### src/rtl/rom_pkg.sv
// Shared definitions for the program ROM and its two-port read arbiter.
package rom_pkg;
  localparam int ROM_ADDR_W = 4;
  localparam int ROM_DATA_W = 16;
  localparam int ROM_DEPTH  = 1 << ROM_ADDR_W;

  typedef enum logic [1:0] {IDLE, OWN0, OWN1} arb_state_t;

  // Counter must be able to hold MAX_BURST itself, not just MAX_BURST-1.
  function automatic int burst_cnt_w(input int max_burst);
    return $clog2(max_burst + 1);
  endfunction
endpackage

### src/rtl/rr_grant.sv
// Combinational winner selection for the two-port ROM arbiter.
module rr_grant
  import rom_pkg::*;
#(
  parameter int MAX_BURST = 4,
  parameter int CNT_W     = 3
) (
  input  arb_state_t       state_i,
  input  logic             req0_i,
  input  logic             req1_i,
  input  logic             last_i,
  input  logic [CNT_W-1:0] burst_cnt_i,
  output logic             gnt0_o,
  output logic             gnt1_o
);
  logic burst_open;
  assign burst_open = (burst_cnt_i < CNT_W'(MAX_BURST));

  always_comb begin
    gnt0_o = 1'b0;
    gnt1_o = 1'b0;
    case (state_i)
      OWN0: begin
        // An owner keeps the ROM past its burst limit only if nobody else wants it.
        if (req0_i && (burst_open || !req1_i)) gnt0_o = 1'b1;
        else if (req1_i)                       gnt1_o = 1'b1;
      end
      OWN1: begin
        if (req1_i && (burst_open || !req0_i)) gnt1_o = 1'b1;
        else if (req0_i)                       gnt0_o = 1'b1;
      end
      default: begin
        if (req0_i && req1_i) begin
          gnt0_o = last_i;
          gnt1_o = !last_i;
        end else begin
          gnt0_o = req0_i;
          gnt1_o = req1_i;
        end
      end
    endcase
  end
endmodule

### src/rtl/rom_arbiter.sv
// Round-robin, burst-limited arbiter sharing one program ROM between two read ports.
module rom_arbiter
  import rom_pkg::*;
#(
  parameter int ADDR_W    = ROM_ADDR_W,
  parameter int DATA_W    = ROM_DATA_W,
  parameter int MAX_BURST = 4
) (
  input  logic              clk,
  input  logic              reset,
  input  logic              req0,
  input  logic              req1,
  input  logic [ADDR_W-1:0] addr0,
  input  logic [ADDR_W-1:0] addr1,
  output logic              ready0,
  output logic              ready1,
  output logic [DATA_W-1:0] rdata0,
  output logic [DATA_W-1:0] rdata1,
  output logic              rvalid0,
  output logic              rvalid1,
  output logic [ADDR_W-1:0] rom_addr,
  input  logic [DATA_W-1:0] rom_data
);
  localparam int CNT_W = burst_cnt_w(MAX_BURST);

  arb_state_t        state_q, state_d;
  logic              last_q, last_d;
  logic [CNT_W-1:0]  cnt_q, cnt_d;
  logic [ADDR_W-1:0] rom_addr_q;
  logic              pend_vld_q, pend_port_q;
  logic [DATA_W-1:0] rdata0_q, rdata1_q;
  logic              rvalid0_q, rvalid1_q;
  logic              gnt0, gnt1;

  rr_grant #(.MAX_BURST(MAX_BURST), .CNT_W(CNT_W)) u_grant (
    .state_i    (state_q),
    .req0_i     (req0),
    .req1_i     (req1),
    .last_i     (last_q),
    .burst_cnt_i(cnt_q),
    .gnt0_o     (gnt0),
    .gnt1_o     (gnt1)
  );

  // A fresh owner's first grant already counts against its burst if contested.
  always_comb begin
    state_d = state_q;
    last_d  = last_q;
    cnt_d   = cnt_q;
    if (gnt0) begin
      state_d = OWN0;
      last_d  = 1'b0;
      if (state_q != OWN0)                          cnt_d = req1 ? CNT_W'(1) : '0;
      else if (req1 && cnt_q < CNT_W'(MAX_BURST))   cnt_d = cnt_q + CNT_W'(1);
    end else if (gnt1) begin
      state_d = OWN1;
      last_d  = 1'b1;
      if (state_q != OWN1)                          cnt_d = req0 ? CNT_W'(1) : '0;
      else if (req0 && cnt_q < CNT_W'(MAX_BURST))   cnt_d = cnt_q + CNT_W'(1);
    end else begin
      state_d = IDLE;
      cnt_d   = '0;
    end
  end

  always_ff @(posedge clk or posedge reset) begin
    if (reset) begin
      state_q     <= IDLE;
      last_q      <= 1'b1;
      cnt_q       <= '0;
      rom_addr_q  <= '0;
      pend_vld_q  <= 1'b0;
      pend_port_q <= 1'b0;
      rdata0_q    <= '0;
      rdata1_q    <= '0;
      rvalid0_q   <= 1'b0;
      rvalid1_q   <= 1'b0;
    end else begin
      state_q <= state_d;
      last_q  <= last_d;
      cnt_q   <= cnt_d;
      // Address stage: capture the winner's address on the transfer edge.
      if (gnt0 || gnt1) begin
        rom_addr_q  <= gnt0 ? addr0 : addr1;
        pend_port_q <= gnt1;
      end
      pend_vld_q <= gnt0 || gnt1;
      // Data stage: route the ROM word back to the port that issued the read.
      rvalid0_q <= pend_vld_q && !pend_port_q;
      rvalid1_q <= pend_vld_q && pend_port_q;
      if (pend_vld_q && !pend_port_q) rdata0_q <= rom_data;
      if (pend_vld_q && pend_port_q)  rdata1_q <= rom_data;
    end
  end

  assign ready0   = gnt0;
  assign ready1   = gnt1;
  assign rom_addr = rom_addr_q;
  assign rdata0   = rdata0_q;
  assign rdata1   = rdata1_q;
  assign rvalid0  = rvalid0_q;
  assign rvalid1  = rvalid1_q;
endmodule
### config.mk
export PLATFORM = sky130hd
export DESIGN_NAME = rom_arbiter
export DESIGN_NICKNAME = d
export VERILOG_FILES = /design/src/rtl/rom_pkg.sv /design/src/rtl/rr_grant.sv /design/src/rtl/rom_arbiter.sv
export SDC_FILE = /design/constraint.sdc
export NUM_CORES = 1
export LEC_CHECK = 0
export CORE_MARGIN = 5
export CORE_UTILIZATION = 40
export CTS_CLUSTER_DIAMETER = 40
export CTS_CLUSTER_SIZE = 24
export DETAILED_ROUTE_END_ITERATION = 7
export GPL_ROUTABILITY_DRIVEN = 0
export PLACE_DENSITY_LB_ADDON = 0.12
export SETUP_SLACK_MARGIN = 0.3
export SYNTH_ARGS = -nofsm -noshare
export SYNTH_HDL_FRONTEND = slang
export SYNTH_HIERARCHICAL = 1
export SYNTH_SLANG_ARGS = --single-unit
### constraint.sdc
create_clock -name clk -period 1.85 [get_ports clk]
set_input_delay 0.37 -clock clk [delete_from_list [all_inputs] [get_ports clk]]
set_output_delay 0.37 -clock clk [all_outputs]
set_load 0.05 [all_outputs]
After elaboration in Yosys (flattened, before gate mapping):

Index checks and enable logic that the tools add are counted.

* logic and storage cells: 57
* bits of input ports: 28
* bits in registers: 46

* eq/ne operators: 6
* reduce and logical (&&, ||, !) cells: 16
* muxes and demuxes: 23
* $add $sub $neg: 1
* order comparisons: 1

Operator list (count)
* $mux W3: 6
* $mux W1: 12
* $logic_and A1 B1 Y1: 7
* $logic_not A1 Y1: 4
* $mux W2: 2
* $mux W4: 1
* $ne A4 B2 Y1 const B: 1
* $pmux W1 S2: 2
* $add A3 B1 Y3 const B: 1
* $logic_or A1 B1 Y1: 3
* $lt A3 B3 Y1 const B: 1
* $ne A3 B1 Y1 const B: 1
* $eq A2 B1 Y1 const B: 1
* $eq A2 B2 Y1 const B: 1
* $ne A2 B1 Y1 const B: 1
* $ne A2 B2 Y1 const B: 1
* $reduce_and A2 Y1: 1
* $reduce_bool A2 Y1: 1

Depth between registers and ports, before layout:

Gate-level depths: netlist of the first run.

* depth in word-level cells: 7
* mapped depth: 10
* depth with buffers taken out: 9

Hierarchy:

The synthesis of the first run kept the hierarchy.

By module, submodules not included
* rom_arbiter: instances 1, area each 1819.2 um2, sequential area each 1152.4 um2, cells an instance 125
* rr_grant: instances 1, area each 98.8 um2, sequential area each 0.0 um2, cells an instance 13

Worst setup path before layout of the first run:

Ideal clock, no wire load.

* path type: register -> register
* start: register state_q[0]
* end: register cnt_q[0]
* arrival time: 2119 ps
* slack: -343 ps
* clock period less this slack: 2193 ps
* data required time: 1776 ps
* cell stages (with the launch flop): 10
* cells stage by stage: dfrtp_1 > inv_1 > ha_1 > nand3_1 > o211a_1 > buf_4 > and4bb_1 > a21oi_2 > o221a_1 > o21ai_2

* word-level cells in the longest chain between the ends: 4

Ends and longest elaborated chain
* from (decl): RTL line rom_arbiter.sv:26 `arb_state_t state_q, state_d;`
* from (signal assigned): RTL line rom_arbiter.sv:79 `state_q <= state_d;`
* $eq A2 B2 Y1 or $eq A2 B1 Y1 (tied branches): RTL line rr_grant.sv:22 `case (state_i)`
* $pmux W1 S2 (*): RTL line rr_grant.sv:22
* via ready1: RTL line rom_arbiter.sv:16 `output logic ready1,`
* $ne A4 B2 Y1 (no source line) or $mux W3 (tied branches)
* $reduce_and A2 Y1 (no source line) or $mux W3 (tied branches)
* to (signal assigned): RTL line rom_arbiter.sv:81 `cnt_q <= cnt_d;`
* to (decl): RTL line rom_arbiter.sv:28 `logic [CNT_W-1:0] cnt_q, cnt_d;`

Mark *: on every way through the listed nets, which the timed path passes. The rest lies on a longest branch.
A chain may end at the register's enable or synchronous reset.

Final worst setup path of the first run:

* start: register state_q[1]
* end: output port ready0

* word-level cells in the longest chain between the ends: 2

Ends and longest elaborated chain
* $eq A2 B2 Y1 or $eq A2 B1 Y1 (tied branches): RTL line rr_grant.sv:22
* $pmux W1 S2 (*): RTL line rr_grant.sv:22
* to (decl): RTL line rom_arbiter.sv:15 `output logic ready0,`

Every way passes the cells marked *; elsewhere a longest branch is shown, timed or not.

==> results of run 1 <==
==> worst max-delay path: cells and delay by family, from the launching register on <==
| family | cells | cell delay [ps] |
|---|---|---|
| AO/OA/AOI/OAI | 2 | 340 |
| adder cells (fa/ha/maj) | 1 | 180 |
| buffers and inverters | 3 | 340 |
| flip-flops | 1 | 400 |
| multiplexers | 1 | 130 |
==> flip-flops by register name, indices dropped and copies added (netlist names) <==
register,count
rom_addr,4
rvalid1,1
rvalid0,1
last_q,1
state_q,2
rdata0,16
pend_vld_q,1
cnt_q,3
rdata1,16
pend_port_q,1
==> metrics by stage <==
stage	area [um2]	setup WS, ps	hold WS (ps)	util, %	instances
after floorplan	1950	-145	463	-	138
after global placement	2640	-125	470	56.3	262
after detailed placement	2640	-194	476	56.3	262
after CTS	2790	-209	455	59.5	273
after global routing	2810	-274	469	59.9	274
final	2810	-209	446	59.9	274
==> repair_timing <==
action                                 in CTS  in global routing
pin swaps                                   5                 10
gates resized for setup                     6                  2
hold buffers                                0                  0
setup endpoints to repair                  14                 14
buffers inserted                            3                  1
endpoints found under the hold margin       0                  0
cloned                                      0                  0
==> final timing paths <==
path | from | endpoint | slack [ps]
min | reset | rvalid0 | 450
max in group asynchronous | reset | last_q | 1140
max reg2reg | state_q[1] | cnt_q[0] | -70
min reg2reg | rdata0[2] | rdata0[2] | 490
min in group clk | rdata0[2] | rdata0[2] | 490
max | state_q[1] | ready0 | -210
==> metal layers <==
layer / global-route usage, % / routed length, um / vias to the layer above
met3: 4.88 / 317 / 6
met5: 0 / 0 / -
met1: 15.3 / 1700 / 638
met4: 4.12 / 50 / 0
li1: - / - / 641
met2: 24.6 / 2040 / 52
==> placed cells by master (no fill, tap or decap), drive strengths merged, types with 2 or more instances in the layout <==
cell type,count
inv,5
clkbuf,6
dfrtp,45
o211a,2
nor2,4
clkdlybuf4s50,27
a21oi,4
mux2,32
nand3,2
buf,52
o21ai,6
ha,3
nand2,8
nor2b,2
mux2i,6
nand2b,4
==> logic make-up (layout without fill, tap and decap cells) <==
group,Yosys count,after routing,synth area share (%)
flops,46,46,60.1
simple gates,24,24,6.78
fa+ha+maj,3,3,1.96
compound gates,16,16,6.00
mux,38,38,21.9
buf+inv,11,93,3.26
==> layout make-up <==
class	count	share of cell area, %
clock buffers	6	2.58
clock inverters	2	1.34
inverters	5	0.668
multi-input cells	81	26.1
flip-flops and latches	46	41.0
well taps	54	2.41
repair buffers	80	25.8
==> key figures, run 1 <==
Outcome
  • Status: complete, but fails checks
  • Failing checks: setup timing

GRT
  • Aggregate global-route resource usage: 13.8%
  • Initial antenna violation count: 0
  • First-pass GRT wire length: 6640 um
  • Largest net degree at the start of global routing: 47
  • Vias in the first global route: 1407
  • Global route total overflow: 0

Finish
  • Multi-input combinational cell area: 734 um2
  • Seq. cell area: 0.00115 mm2
  • Share of cells above drive strength 1: 32.7%
  • Antenna diodes: 0
  • Total Nets Final: 250
  • Layout area overhead: 46.4%
  • Fill count: 369

Clock tree
  • CTS Buffer Depth: 2
  • Clk pin slew, worst setup/hold paths: 80 ps
  • Clock latency on the worst-skew pair: 300 ps
  • TritonCTS clock tree: done
  • CTS root buf: clkbuf_8
  • Clock Sinks: 46
  • CTS Buf Count: 5
  • Htree depth: 2

STA
  • Max_slew headroom: 67.9%
  • Min Tclk post-route: 2060 ps
  • Hold Vio Cnt, Final: 0
  • Max Slew Vio Count: 0
  • Worst slew pin tran: 483 ps
  • Maximum clock rate: 0.486 GHz
  • Clk_skew: 5.30 ps
  • Final worst slack: -209 ps
  • Final Cycle Share: 111%
  • Setup TNS: -484 ps
  • Unrepaired setup endpoints after global routing: true
  • Endpoints failing setup: 4

Synth
  • Number of synthesized flops with an enable pin: 0
  • Count leader, synth: dfrtp_1
  • Avg Inst Size Synth: 13.9 um2
  • Sequential area share after synthesis: 60.1%
  • Synth area leaders: dfrtp_1 (59%), mux2_1 (19%), mux2i_1 (3.1%)
  • Cell variety after synth: 29
  • Synth top cells by count: dfrtp_1 (45), mux2_1 (32), nand2_1 (7), mux2i_1 (6)
  • Yosys top cell area share: 58.7%
  • Post-synthesis cell area: 0.00192 mm2
  • Async SR Flop Fraction: 100%
  • Synth Register Bits: 46
  • Cells after Synth: 138
  • Synth Warn #: 6
  • Ys flop type: dfrtp_1
  • Biggest area consumer among synthesized cells: dfrtp_1
  • Syn nets: 169

Route
  • Antenna-violating nets left: 0
  • Vias/cell: 4.88
  • Initial DRT Pass Iterations: 3
  • Number of DRC markers in iteration 0: 54
  • Drt total wl: 4110 um
  • DRC Markers: 0
  • WL/cell: 15.0 um
  • Via count: 1337

Floorplan
  • Die W: 79.2 um
  • Starting Density: 40.9%
  • Die area: 0.00628 mm2
  • Ports: 68
  • Die height: 79.2 um
  • # rows: 25
  • Core area: 0.00469 mm2

Setup path
  • Critical Path RT: 1480 ps
  • Startpoint types: flip-flop
  • CP Capture Type: output pin
  • CP Cell Sequence: inv_1 > ha_2 > mux2i_1 > a21oi_1 > o211a_4 > buf_6 > buf_12
  • Slowest CP cell: dfrtp_1
  • Critical path fanouts, max: 9
  • Reg2reg path depth: 11
  • Crit-path max cell delay: 400 ps
  • WP data arrival: 1690 ps
  • Crit path kind: reg2out

Placement
  • Post-DP HPWL: 3140 um
  • IO Port Bufs: 67

Worst hold path
  • Hold Crit Class: in2async

Flow run
  • Maxcap violations: 0
Power of run 1 is not shown: default switching activity piles up to over one toggle a cycle in this logic, so the estimate is an artifact.
==> inputs of run 2 (changes only) <==
--- a/config.mk
+++ b/config.mk
@@ -5,6 +5,7 @@
 export SDC_FILE = /design/constraint.sdc
 export NUM_CORES = 1
 export LEC_CHECK = 0
+export ABC_CLOCK_PERIOD_IN_PS = 1850
 export CORE_MARGIN = 5
 export CORE_UTILIZATION = 40
 export CTS_CLUSTER_DIAMETER = 40
==> results of run 2 <==
Same layout as run 1: the final DEF is identical, and so are final timing and power.
Power of run 2 is left out for the same reason.
==> inputs of run 3 (changes only) <==
--- a/config.mk
+++ b/config.mk
@@ -14,6 +14,7 @@
 export GPL_ROUTABILITY_DRIVEN = 0
 export PLACE_DENSITY_LB_ADDON = 0.12
 export SETUP_SLACK_MARGIN = 0.3
+export SKIP_CTS_REPAIR_TIMING = 1
 export SYNTH_ARGS = -nofsm -noshare
 export SYNTH_HDL_FRONTEND = slang
 export SYNTH_HIERARCHICAL = 1
==> key figures, run 3 (synthesized netlist as in run 1, its figures left out) <==
Floorplan
  • Starting Density: 40.9% (unchanged)
  • # rows: 25 (unchanged)
  • Die area: 0.00628 mm2 (unchanged)
  • Core area: 0.00469 mm2 (unchanged)
  • Die height: 79.2 um (unchanged)
  • Ports: 68 (unchanged)
  • Die W: 79.2 um (unchanged)

Route
  • WL/cell: 15.4 um (was 15.0 um)
  • Initial DRT Pass Iterations: 4 (was 3)
  • Vias/cell: 4.89 (was 4.88)
  • Drt total wl: 4270 um (was 4110 um)
  • Via count: 1355 (was 1337)
  • DRC Markers: 0 (unchanged)
  • Number of DRC markers in iteration 0: 48 (was 54)
  • Antenna-violating nets left: 0 (unchanged)

Clock tree
  • Clock Sinks: 46 (unchanged)
  • CTS Buffer Depth: 2 (unchanged)
  • Clk pin slew, worst setup/hold paths: 80 ps (about the same)
  • Clock latency on the worst-skew pair: 300 ps (about the same)
  • CTS Buf Count: 5 (unchanged)
  • CTS root buf: clkbuf_8 (unchanged)
  • TritonCTS clock tree: done (unchanged)
  • Htree depth: 2 (unchanged)

GRT
  • Global route total overflow: 0 (unchanged)
  • Vias in the first global route: 1379 (was 1407)
  • Largest net degree at the start of global routing: 47 (unchanged)
  • Aggregate global-route resource usage: 13.6% (was 13.8%)
  • First-pass GRT wire length: 6560 um (was 6640 um)
  • Initial antenna violation count: 0 (unchanged)

Outcome
  • Failing checks: setup timing (unchanged)
  • Status: complete, but fails checks (unchanged)

Setup path
  • Critical path fanouts, max: 3 (was 9)
  • WP data arrival: 1740 ps (was 1690 ps)
  • Crit path kind: reg2out (unchanged)
  • Critical Path RT: 1480 ps (about the same)
  • Startpoint types: flip-flop (unchanged)
  • CP Capture Type: output pin (unchanged)

STA
  • Max_slew headroom: 66.6% (was 67.9%)
  • Clk_skew: 2.34 ps (was 5.30 ps)
  • Endpoints failing setup: 7 (was 4)
  • Setup TNS: -686 ps (was -484 ps)
  • Unrepaired setup endpoints after global routing: true (unchanged)
  • Max Slew Vio Count: 0 (unchanged)
  • Final worst slack: -255 ps (was -209 ps)
  • Maximum clock rate: 0.475 GHz (was 0.486 GHz)
  • Final Cycle Share: 114% (was 111%)
  • Min Tclk post-route: 2110 ps (was 2060 ps)
  • Hold Vio Cnt, Final: 0 (unchanged)
  • Worst slew pin tran: 500 ps (was 483 ps)

Finish
  • Antenna diodes: 0 (unchanged)
  • Layout area overhead: 49.0% (was 46.4%)
  • Share of cells above drive strength 1: 34.5% (was 32.7%)
  • Most frequent cells in the layout: buf_4 (47), dfrtp_1 (45), mux2_1 (32) (was dfrtp_1 (45), buf_4 (44), mux2_1 (32))
  • Commonest non-fill, non-tap cell in the layout: buf_4 (was dfrtp_1)
  • Total Nets Final: 253 (was 250)

Worst hold path
  • Hold Crit Class: in2async (unchanged)

Placement
  • IO Port Bufs: 67 (unchanged)
  • Dpl ws: -194 ps (unchanged)
  • Post-DP HPWL: 3140 um (unchanged)

Flow run
  • Maxcap violations: 0 (unchanged)
run 3: path summary, 6_finish.rpt:
check	from	endpoint	slack, ps	cells past startpoint
setup / recovery	state_q[0]	ready1	-260	7
hold / removal	reset	rvalid0	440	3
setup reg to reg	state_q[0]	cnt_q[0]	-110	9
hold reg to reg	rdata0[2]	rdata0[2]	490	1
max in group asynchronous	reset	last_q	1140	3
min in group clk	rdata0[2]	rdata0[2]	490	1
run 3: through the flow:
step	utilization (%)	cell area, um2	std cells	hold slack [ps]
final	60.9	2860	277	443
after CTS	58.7	2750	270	455
after detailed placement	56.3	2640	262	476
after global routing	60.9	2860	277	469
after floorplan	-	1950	138	463
after global placement	56.3	2640	262	470
run 3: final cells by class:
| class | instances | area (um2) |
|---|---|---|
| sequential | 46 | 1150 |
| clock buffer | 6 | 72.6 |
| clock inverter | 2 | 37.5 |
| inverter | 5 | 18.8 |
| fill | 359 | 1830 |
| multi-input combinational | 81 | 749 |
| timing repair buffer | 83 | 759 |
| tap | 54 | 67.6 |
run 3: worst max-delay path: stages, from the launching register on:
cell and delay, ps:
dfrtp_1 390, inv_1 60, ha_2 190, mux2i_1 170
a21oi_1 130, o211a_4 250, buf_6 120, buf_12 140
run 3: routing by layer:
layer	part of all wire (%)	GRT usage (%)	up-vias	wire length, um
li1	-	-	647	-
met1	39	15.2	653	1680
met2	51	24.1	48	2190
met3	7.5	4.88	7	321
met4	1.7	4.12	0	72
met5	0	0	-	0
Power of run 3 is left out for the same reason.
